[src/rtl/sp_ram_ctrl.sv]
// Single-port RAM controller: valid/ready requests, fixed-latency responses, post-reset clear.
// Optional feature: define MEM_PARITY_EN for per-byte even parity storage and checking.
module sp_ram_ctrl #(
    parameter int unsigned DATA_W = 32,
    parameter int unsigned DEPTH  = 16,
    parameter int unsigned ADDR_W = $clog2(DEPTH),
    parameter int unsigned RD_LAT = 1
) (
    input  logic                clk,
    input  logic                rst,
    input  logic                req_valid,
    output logic                req_ready,
    input  logic                req_we,
    input  logic [ADDR_W-1:0]   req_addr,
    input  logic [DATA_W-1:0]   req_wdata,
    input  logic [DATA_W/8-1:0] req_be,
    input  logic                par_inject,
    output logic                rsp_valid,
    output logic [DATA_W-1:0]   rsp_rdata,
    output logic                rsp_err,
    output logic                rsp_perr,
    output logic                init_busy
);
    localparam int unsigned NB = DATA_W / 8;
    localparam logic [ADDR_W:0]   DEPTH_X  = (ADDR_W + 1)'(DEPTH);
    localparam logic [ADDR_W-1:0] DEPTH_M1 = ADDR_W'(DEPTH - 1);

    typedef enum logic [0:0] {StClear, StReady} state_e;

    state_e            state_q, state_d;
    logic [ADDR_W-1:0] ptr_q, ptr_d;
    logic [DATA_W-1:0] mem_q [DEPTH];

    logic              acc;
    logic              in_range;
    logic              clearing;
    logic [DATA_W-1:0] old_word;
    logic [DATA_W-1:0] new_word;
    logic              old_perr;

    assign acc      = req_valid && req_ready;
    assign in_range = {1'b0, req_addr} < DEPTH_X;
    assign clearing = !rst && (state_q == StClear);
    assign old_word = in_range ? mem_q[req_addr] : '0;

    always_comb begin
        state_d = state_q;
        ptr_d   = ptr_q;
        unique case (state_q)
            StClear: begin
                ptr_d = ptr_q + 1'b1;
                if (ptr_q == DEPTH_M1) begin
                    state_d = StReady;
                    ptr_d   = '0;
                end
            end
            StReady: state_d = StReady;
            default: state_d = StClear;
        endcase
    end

    always_ff @(posedge clk) begin
        if (rst) begin
            state_q <= StClear;
            ptr_q   <= '0;
        end else begin
            state_q <= state_d;
            ptr_q   <= ptr_d;
        end
    end

    always_comb begin
        new_word = old_word;
        for (int b = 0; b < NB; b++) begin
            if (req_be[b]) new_word[8*b +: 8] = req_wdata[8*b +: 8];
        end
    end

    always_ff @(posedge clk) begin
        if (clearing) begin
            mem_q[ptr_q] <= '0;
        end else if (acc && req_we && in_range) begin
            mem_q[req_addr] <= new_word;
        end
    end

`ifdef MEM_PARITY_EN
    logic [NB-1:0] par_q [DEPTH];
    logic [NB-1:0] old_par;
    logic [NB-1:0] new_par;

    // Bytes not enabled keep their stored parity, so an injected error survives partial writes.
    always_comb begin
        old_par  = in_range ? par_q[req_addr] : '0;
        new_par  = old_par;
        old_perr = 1'b0;
        for (int b = 0; b < NB; b++) begin
            if (in_range && (old_par[b] != ^old_word[8*b +: 8])) old_perr = 1'b1;
            if (req_be[b]) new_par[b] = (^req_wdata[8*b +: 8]) ^ par_inject;
        end
    end

    always_ff @(posedge clk) begin
        if (clearing) begin
            par_q[ptr_q] <= '0;
        end else if (acc && req_we && in_range) begin
            par_q[req_addr] <= new_par;
        end
    end
`else
    logic unused_par_inject;
    assign unused_par_inject = par_inject;
    assign old_perr          = 1'b0;
`endif

    logic              s1_valid_q, s1_err_q, s1_perr_q;
    logic [DATA_W-1:0] s1_rdata_q;

    always_ff @(posedge clk) begin
        if (rst) begin
            s1_valid_q <= 1'b0;
            s1_rdata_q <= '0;
            s1_err_q   <= 1'b0;
            s1_perr_q  <= 1'b0;
        end else begin
            s1_valid_q <= acc;
            s1_rdata_q <= acc ? old_word : '0;
            s1_err_q   <= acc && !in_range;
            s1_perr_q  <= acc && old_perr;
        end
    end

    logic              out_valid, out_err, out_perr;
    logic [DATA_W-1:0] out_rdata;

    if (RD_LAT == 2) begin : g_lat2
        logic              s2_valid_q, s2_err_q, s2_perr_q;
        logic [DATA_W-1:0] s2_rdata_q;

        always_ff @(posedge clk) begin
            if (rst) begin
                s2_valid_q <= 1'b0;
                s2_rdata_q <= '0;
                s2_err_q   <= 1'b0;
                s2_perr_q  <= 1'b0;
            end else begin
                s2_valid_q <= s1_valid_q;
                s2_rdata_q <= s1_rdata_q;
                s2_err_q   <= s1_err_q;
                s2_perr_q  <= s1_perr_q;
            end
        end

        assign out_valid = s2_valid_q;
        assign out_rdata = s2_rdata_q;
        assign out_err   = s2_err_q;
        assign out_perr  = s2_perr_q;
    end else begin : g_lat1
        assign out_valid = s1_valid_q;
        assign out_rdata = s1_rdata_q;
        assign out_err   = s1_err_q;
        assign out_perr  = s1_perr_q;
    end

    // Reset values apply combinationally in every cycle that rst is high.
    assign req_ready = !rst && (state_q == StReady);
    assign init_busy = rst || (state_q == StClear);
    assign rsp_valid = !rst && out_valid;
    assign rsp_rdata = rst ? '0 : out_rdata;
    assign rsp_err   = !rst && out_err;
    assign rsp_perr  = !rst && out_perr;

endmodule
[config.mk]
export PLATFORM = sky130hd
export DESIGN_NAME = sp_ram_ctrl
export DESIGN_NICKNAME = d
export VERILOG_FILES = /design/src/rtl/sp_ram_ctrl.sv
export SDC_FILE = /design/constraint.sdc
export NUM_CORES = 1
export LEC_CHECK = 0
export ABC_AREA = 1
export BUFFER_PORTS_ARGS = -buffer_cell sky130_fd_sc_hd__buf_4
export CELL_PAD_IN_SITES_DETAIL_PLACEMENT = 0
export CELL_PAD_IN_SITES_GLOBAL_PLACEMENT = 2
export CORE_MARGIN = 2
export CORE_UTILIZATION = 30
export CTS_BUF_LIST = sky130_fd_sc_hd__clkbuf_2 sky130_fd_sc_hd__clkbuf_4 sky130_fd_sc_hd__clkbuf_8
export CTS_CLUSTER_SIZE = 16
export DETAILED_ROUTE_END_ITERATION = 8
export PLACE_DENSITY_LB_ADDON = 0.15
export SYNTH_ARGS = -nofsm -noshare
export SYNTH_HDL_FRONTEND = slang
export SYNTH_SLANG_ARGS = --single-unit
export TNS_END_PERCENT = 50
[constraint.sdc]
create_clock -name clk -period 4.7 [get_ports clk]
set_clock_uncertainty 0.1 [all_clocks]
set_input_delay 0.47 -clock clk [delete_from_list [all_inputs] [get_ports clk]]
set_output_delay 0.47 -clock clk [all_outputs]
set_load 0.1 [all_outputs]
==> metrics.md, run 1 <==
| Metric | Value |
|---|---|
| Post-DR wirelength/cell | a little under 20 µm |
| Post-synthesis cell type count | 25 |
| Hold WC Path Type | input pin to flop |
| Fraction of registers with async set/reset | 0% |
| Post-layout min period | 3.26 ns |
| CTS tree | yes |
| Met2 wire len | around 34 mm |
| Clock slew at reported path FFs | 0.06 ns |
| Worst Path Max Fanout | 24 |
| Worst Setup SP | state_q$_SDFF_PP0_ |
| Synth Register Bits | 550 |
| # IOs | between 80 and 90 |
| Top Layer Used | met4 |
| Arr. time, crit path | 3.50 ns |
| Layout Utilization | 35.2% |
| Die area | 0.0810 mm² |
| R2R cell count | 9 |
| Total Wirelength | 70.6 mm |
| Avg Cell Area, Syn | 10.1 µm² |
| Period utilization | 69.3% |
| Final Setup Violations | 0 |
| R2R Setup Slk | approximately 1.4 ns |
| Clk_lat worst skew | 0.69 ns |
| Initial antenna violation count | 1 |
| Seq/Total Area, Yosys | 68.3% |
| Slew headroom | 38.0% |
| Total negative setup slack | 0 ns |
| Element type at the critical path end | flop |
| CTS sink cnt | 550 |
| Root Buffer | clkbuf_8 |
| First-pass GRT wire length | 105 mm |
| Site Rows | 102 |
| Setup CP Type | flop to flop |
| Detail Placement HPWL | around 36 mm |
| DRT Pass-1 Iters | 4 |
| FF-to-FF End | mem_q[0][23]$_DFFE_PP_ |
| Largest net degree at the start of global routing | roughly 120 |
| Post-CTS Setup Inserts | 0 |
| Die H | between 200 and 300 µm |
| VDD IR max | 0.181 mV |
| Residual DRC | 0 |
| Most frequent cells in the layout | nand2_1 (814), edfxtp_1 (512), nand3_1 (357) |
| H-tree Lvls | 3 |
| # nets final | 2,498 |
| Hold Startpoint | rst |
| Startpoint types | flop |
| Post-synthesis cell count | 2,349 |
| Yosys warns | 0 |
| Max Slew Vio Count | 0 |
| Top FF cell, synth | edfxtp_1 |
| Bufs on Longest Clock Path | 3 |
| Post-synth EDFFs | a little over 500 |
| Outcome | completed |
| Max Clock Freq | 0.307 GHz |
| Mapped cell area | about 0.024 mm² |
| DRT met1 WL | ~33 mm |
| CTS buffer count | 97 |
| Area growth from synthesis to layout | 16.0% |
| GRT Overall Usage | 17.5% |
| Met3 WL | around 2.4 mm |
| Commonest non-fill, non-tap cell in the layout | nand2_1 |
| Worst Path Required | 4.95 ns |
| Hold EP | out_valid$_SDFF_PP0_ |
| Hold-critical path depth | 4 |
| Reg2reg start | state_q$_SDFF_PP0_ |
| Initial Util | 30.4% |
| PortBufs | 78 |
| Placed inst area | 0.0255 mm² |
| DRT iter0 DRCs | 976 |
| Number of global-route vias before repair | 15.7k |
| Antenna Nets Post-Route | 0 |
| Overflow after GRT | 0 |
| Pleak | 11.7 nW |
| Max Cap Viol | 0 |
| Share of layout cells above drive strength 1 | 12.3% |
| Pwr per Cell Area | 378 mW/mm² |
| RSZ-0062 raised after global routing | no |
| Vias per std cell | 4.46 |
| RePlAce Congestion | 0.705 |
| Slew @ Worst Pin | 0.930 ns |
| Vias | 15.9k |
| Horiz. Die Dim | roughly 280 µm |
| Post-route cell area | 0.0274 mm² |
| Core Footprint | 0.0777 mm² |
| Count of final hold-check violations | 0 |
## power breakdown
part           leakage [nW]  total (mW)  switching (mW)  internal [mW]
clock network          1.02        4.43            1.96           2.47
logic                  4.96       0.572           0.419          0.152
registers              5.68        5.35          0.0123           5.34
## state kept, by name (all words and copies together), names as in the netlist
signal and flops:
out_valid 1, out_rdata 32, mem_q 512, ptr_q 4
state_q 1
## synthesized netlist by cell type (3+ instances only)
| library cell | count | area [µm²] |
|---|---|---|
| dfxtp_1 | 38 | 761 |
| clkbuf_1 | 36 | 135 |
| buf_2 | 55 | 275 |
| nand2_1 | 814 | 3060 |
| buf_1 | 16 | 60.1 |
| inv_2 | 3 | 11.3 |
| o21ai_0 | 3 | 15.0 |
| inv_1 | 334 | 1250 |
| buf_6 | 11 | 124 |
| nand3_1 | 357 | 1790 |
| a21oi_1 | 36 | 180 |
| edfxtp_1 | 512 | 15400 |
| nor2_1 | 115 | 432 |
| buf_4 | 5 | 37.5 |
## worst max-delay path, stage by stage, from the launching register on
cell and delay, ns:
dfxtp_1 0.36, inv_2 0.11, nor2_4 0.18, inv_2 0.10, nor2_8 0.11, nand2_4 0.24
o21ai_0 0.33, nand3_1 0.37, nor2_4 0.62, buf_4 0.36
## layer usage
metal,vias up,GRT usage (%)
met5,-,0
met4,0,5.59
met3,97,2.59
met2,254,29.3
met1,7736,23.3
li1,7797,-
## stage by stage
stage               power, mW  hold slack [ns]  cells  setup slack (ns)
detailed placement       6.03            0.382   3392              1.23
global placement         6.03            0.379   3392              1.31
CTS                      10.5           0.0397   3561              1.39
finish                   10.3           0.0876   3562              1.44
global route             10.8           0.0602   3562              1.20
floorplan                5.81            0.357   2350             0.739
## repair_timing
item | 4_1_cts | 5_1_grt
hold buffers | 1 | 0
endpoints found under the hold margin | 1 | 0
gates resized for setup | 0 | 0
## logic make-up (layout without fill, tap and decap cells)
kind of cell / after synthesis / in the layout / synth area share (%)
and+or+nand+nor: 1292 / 1292 / 22.6
DFF: 550 / 550 / 68.3
buffers and inverters: 460 / 631 / 8.03
AOI/OAI and AO/OA: 45 / 45 / 1.01
adders and majority gates: 1 / 1 / 0.0530
other: 1 / 3 / 0.0159
## how the worst max path moves through the flow
stage / slack (ns) / end / cells after the start
2_1_floorplan: 0.74 / mem_q[4][0]$_DFFE_PP_ / 8
3_3_place_gp: 1.31 / mem_q[0][26]$_DFFE_PP_ / 9
3_5_place_dp: 1.23 / mem_q[0][26]$_DFFE_PP_ / 9
4_1_cts: 1.39 / mem_q[0][19]$_DFFE_PP_ / 9
5_1_grt: 1.20 / mem_q[0][19]$_DFFE_PP_ / 9
6_report: 1.44 / mem_q[0][23]$_DFFE_PP_ / 9
## final cells by class
type | instances | area [µm²]
Fill cell | 7732 | 50300
Sequential cell | 550 | 16100
Multi-Input combinational cell | 1340 | 5710
Clock buffer | 144 | 1750
Tap cell | 1040 | 1300
Inverter | 337 | 1270
Timing Repair Buffer | 126 | 1050
Clock inverter | 24 | 160
Antenna cell | 1 | 2.50
Note: power is estimated with default switching activity, not from simulation.
==> run 2, diff against run 1 <==
- ABC_AREA: 1 -> 0
- clock period: 4.7 -> 2.7 ns (I/O delays scaled with it)
==> run 2 against run 1 <==
  * Count of clock-buffer cells in the layout shrank 9
  * Combinational power up 72%
  * Cell area is 2.5% lower
  * Total power is 78% higher
  * Cell count is 32% lower
  * Critical endpoint is now mem_q[4][18]$_DFFE_PP_
  * Highest routed layer unchanged
==> metrics.md, run 2 <==
| Metric | Value |
|---|---|
| Post-DR wirelength/cell | around 24 µm |
| Core Footprint | 0.0712 mm² |
| Max Slew Vio Count | 0 |
| Initial Util | 30.2% |
| Count leader, synth | edfxtp_1 |
| Site Rows | 98 |
| Worst Path Max Fanout | 18 |
| First-pass GRT wire length | 83.7 mm |
| Post-synthesis cell count | 1,143 |
| P_sw | 4.03 mW |
| Final Power | 18.4 mW |
| Bufs on Longest Clock Path | 3 |
| Mapped cell area | approximately 0.021 mm² |
| Post-synth EDFFs | 512 |
| CTS sink cnt | 550 |
| PortBufs | 78 |
| Number of global-route vias before repair | 12.0k |
| Top post-synthesis cells by count | edfxtp_1 (512), mux2i_1 (130), a21oi_1 (70) |
| CTS tree | yes |
| Clock slew at reported path FFs | approximately 0.060 ns |
| Avg Cell Area, Syn | 18.8 µm² |
| Period utilization | between 90 and 100% |
| Slew @ Worst Pin | ~1.1 ns |
| Residual DRC | 0 |
| Final Setup Violations | 0 |
| Yosys warns | 0 |
| Post-CTS Setup Inserts | 0 |
| Slew headroom | ~24% |
| Fraction of registers with async set/reset | 0% |
| Largest Register | mem_q |
| Post-route insts no fill | 2,412 |
| Post-layout min period | 2.51 ns |
| Cells after DPL | 2,229 |
| Max FFs per register | around 510 |
| CTS buffer count | 96 |
| DRT Pass-1 Iters | 8 |
| Startpoint types | flop |
| Synth area leaders | edfxtp_1 (72%), mux2i_1 (6.1%), mux4_1 (5.3%) |
| Comb pwr share | approximately 5.3% |
| Pwr per Cell Area | around 690 mW/mm² |
| Die H | around 270 µm |
| Synth Register Bits | 550 |
| H-tree Lvls | 3 |
| GRT Overall Usage | 15.8% |
| Top FF cell, synth | edfxtp_1 |
| Area growth from synthesis to layout | 24.2% |
| Max Clock Freq | between 0.3 and 0.4 GHz |
| Vias | 11.4k |
| Post-route cell area | between 0.02 and 0.03 mm² |
| Arr. time, crit path | 2.79 ns |
| Hold WC Path Type | input pin to flop |
| Vias per std cell | 4.74 |
| Seq/Total Area, Yosys | about three quarters |
| Setup CP Type | flop to flop |
| Antenna Nets Post-Route | 0 |
| RePlAce Congestion | 0.695 |
| Most frequent cells in the layout | edfxtp_1 (512), buf_4 (161), mux2i_1 (130) |
| Horiz. Die Dim | 272 µm |
| Total negative setup slack | 0 ns |
| RSZ-0062 raised after global routing | no |
| Die area | roughly 0.074 mm² |
| Layout Utilization | a little under two fifths |
| Switching part of the total power | 21.9% |
| # IOs | 82 |
| Post-synth top area cell | edfxtp_1 |
| Count of final hold-check violations | 0 |
| Overflow after GRT | 0 |
| Flop pwr share | 50.6% |
| Largest net degree at the start of global routing | 40 |
| # nets final | 1,425 |
| Initial antenna violation count | 1 |
| Total Wirelength | 57.7 mm |
| VDD IR max | between 0.3 and 0.4 mV |
| Max Cap Viol | 0 |
| Pleak | 10.0 nW |
| Detail Placement HPWL | ~33 mm |
| Placed inst area | ~0.025 mm² |
| Commonest non-fill, non-tap cell in the layout | edfxtp_1 |
| Share of layout cells above drive strength 1 | 30.5% |
| DRT iter0 DRCs | 741 |
| Clk pwr share | 44.1% |
| Element type at the critical path end | flop |
| Synth top area share | between 70% and 80% |
| Internal power | 14.4 mW |
| Root Buffer | clkbuf_8 |
| Worst Path Required | 2.98 ns |
| Post-synthesis cell type count | 34 |
| Clk_lat worst skew | 0.68 ns |
| Outcome | completed |
[run 2: cell count changes in the layout (fill, tap and decap cells not counted), sizes merged, moves of 33 or more]
| cell | previous run | this run |
|---|---|---|
| a21oi | 36 | 70 |
| buf | 124 | 209 |
| inv | 336 | 9 |
| mux2 | 0 | 33 |
| mux2i | 0 | 130 |
| mux4 | 0 | 64 |
| nand2 | 815 | 7 |
| nand3 | 357 | 0 |
| nor2 | 117 | 54 |
| nor2b | 0 | 37 |
[run 2: timing repair]
action	CTS	global route
endpoints found under the hold margin	32	0
hold buffers	2	0
endpoints found under the setup margin	0	7
resized for setup	0	1
[run 2: final timing paths]
check / from / endpoint / slack (ns) / depth (start not counted)
hold / removal: req_wdata[13] / mem_q[14][13]$_DFFE_PP_ / 0.07 / 4
setup / recovery: state_q$_SDFF_PP0_ / mem_q[4][18]$_DFFE_PP_ / 0.19 / 6
setup reg to reg: state_q$_SDFF_PP0_ / mem_q[4][18]$_DFFE_PP_ / 0.19 / 6
hold reg to reg: ptr_q[3]$_SDFFE_PP0N_ / ptr_q[3]$_SDFFE_PP0N_ / 0.45 / 2
[run 2: power groups by stage]
stage	logic (mW)	registers [mW]	clock network, mW
2_1_floorplan	0.507	9.49	0
4_1_cts	1.00	9.31	8.41
6_report	0.982	9.31	8.12
5_1_grt	1.05	9.32	8.79
3_3_place_gp	1.00	9.49	0
3_5_place_dp	0.996	9.49	0
[run 2: cell type report]
class	instances	area, µm²
Fill cell	6654	44500
Sequential cell	550	16100
Multi-Input combinational cell	512	5110
Timing Repair Buffer	211	2170
Clock buffer	135	1710
Tap cell	950	1190
Clock inverter	45	362
Inverter	8	30.0
Antenna cell	1	2.50
[run 2: metal layers]
| layer | up-vias | part of all wire [%] | global-route usage, % |
|---|---|---|---|
| li1 | 5168 | - | - |
| met1 | 5957 | 45 | 21.0 |
| met2 | 244 | 49 | 25.9 |
| met3 | 73 | 4.5 | 3.15 |
| met4 | 0 | 1.7 | 4.77 |
| met5 | - | 0 | 0 |
[run 2: through the flow]
| step | hold WS [ns] | setup WS, ns |
|---|---|---|
| 6_report | 0.0689 | 0.192 |
| 5_1_grt | 0.0505 | 0.0333 |
| 4_1_cts | 0.00890 | 0.0990 |
| 3_5_place_dp | 0.447 | -0.203 |
| 3_3_place_gp | 0.429 | -0.230 |
| 2_1_floorplan | 0.377 | -0.491 |
[run 2: cells by family (layout without fill, tap and decap cells)]
kind of cell | after synthesis | count (layout) | share of synthesized area, %
XOR/XNOR | 1 | 1 | 0.0407
multiplexers | 227 | 227 | 15.2
other | 1 | 3 | 0.0174
adder cells (fa/ha/maj) | 1 | 1 | 0.0582
AND/OR/NAND/NOR | 109 | 109 | 2.50
buffers and inverters | 82 | 399 | 1.92
flip-flops | 550 | 550 | 75.1
AO/OA/AOI/OAI | 172 | 172 | 5.17
[run 2: critical path, stage by stage (launching register included)]
cell	delay, ns
dfxtp_1	0.32
and4b_2	0.37
buf_12	0.19
nor3_1	0.06
a21oi_1	0.76
nor2_4	0.10
buf_4	0.30
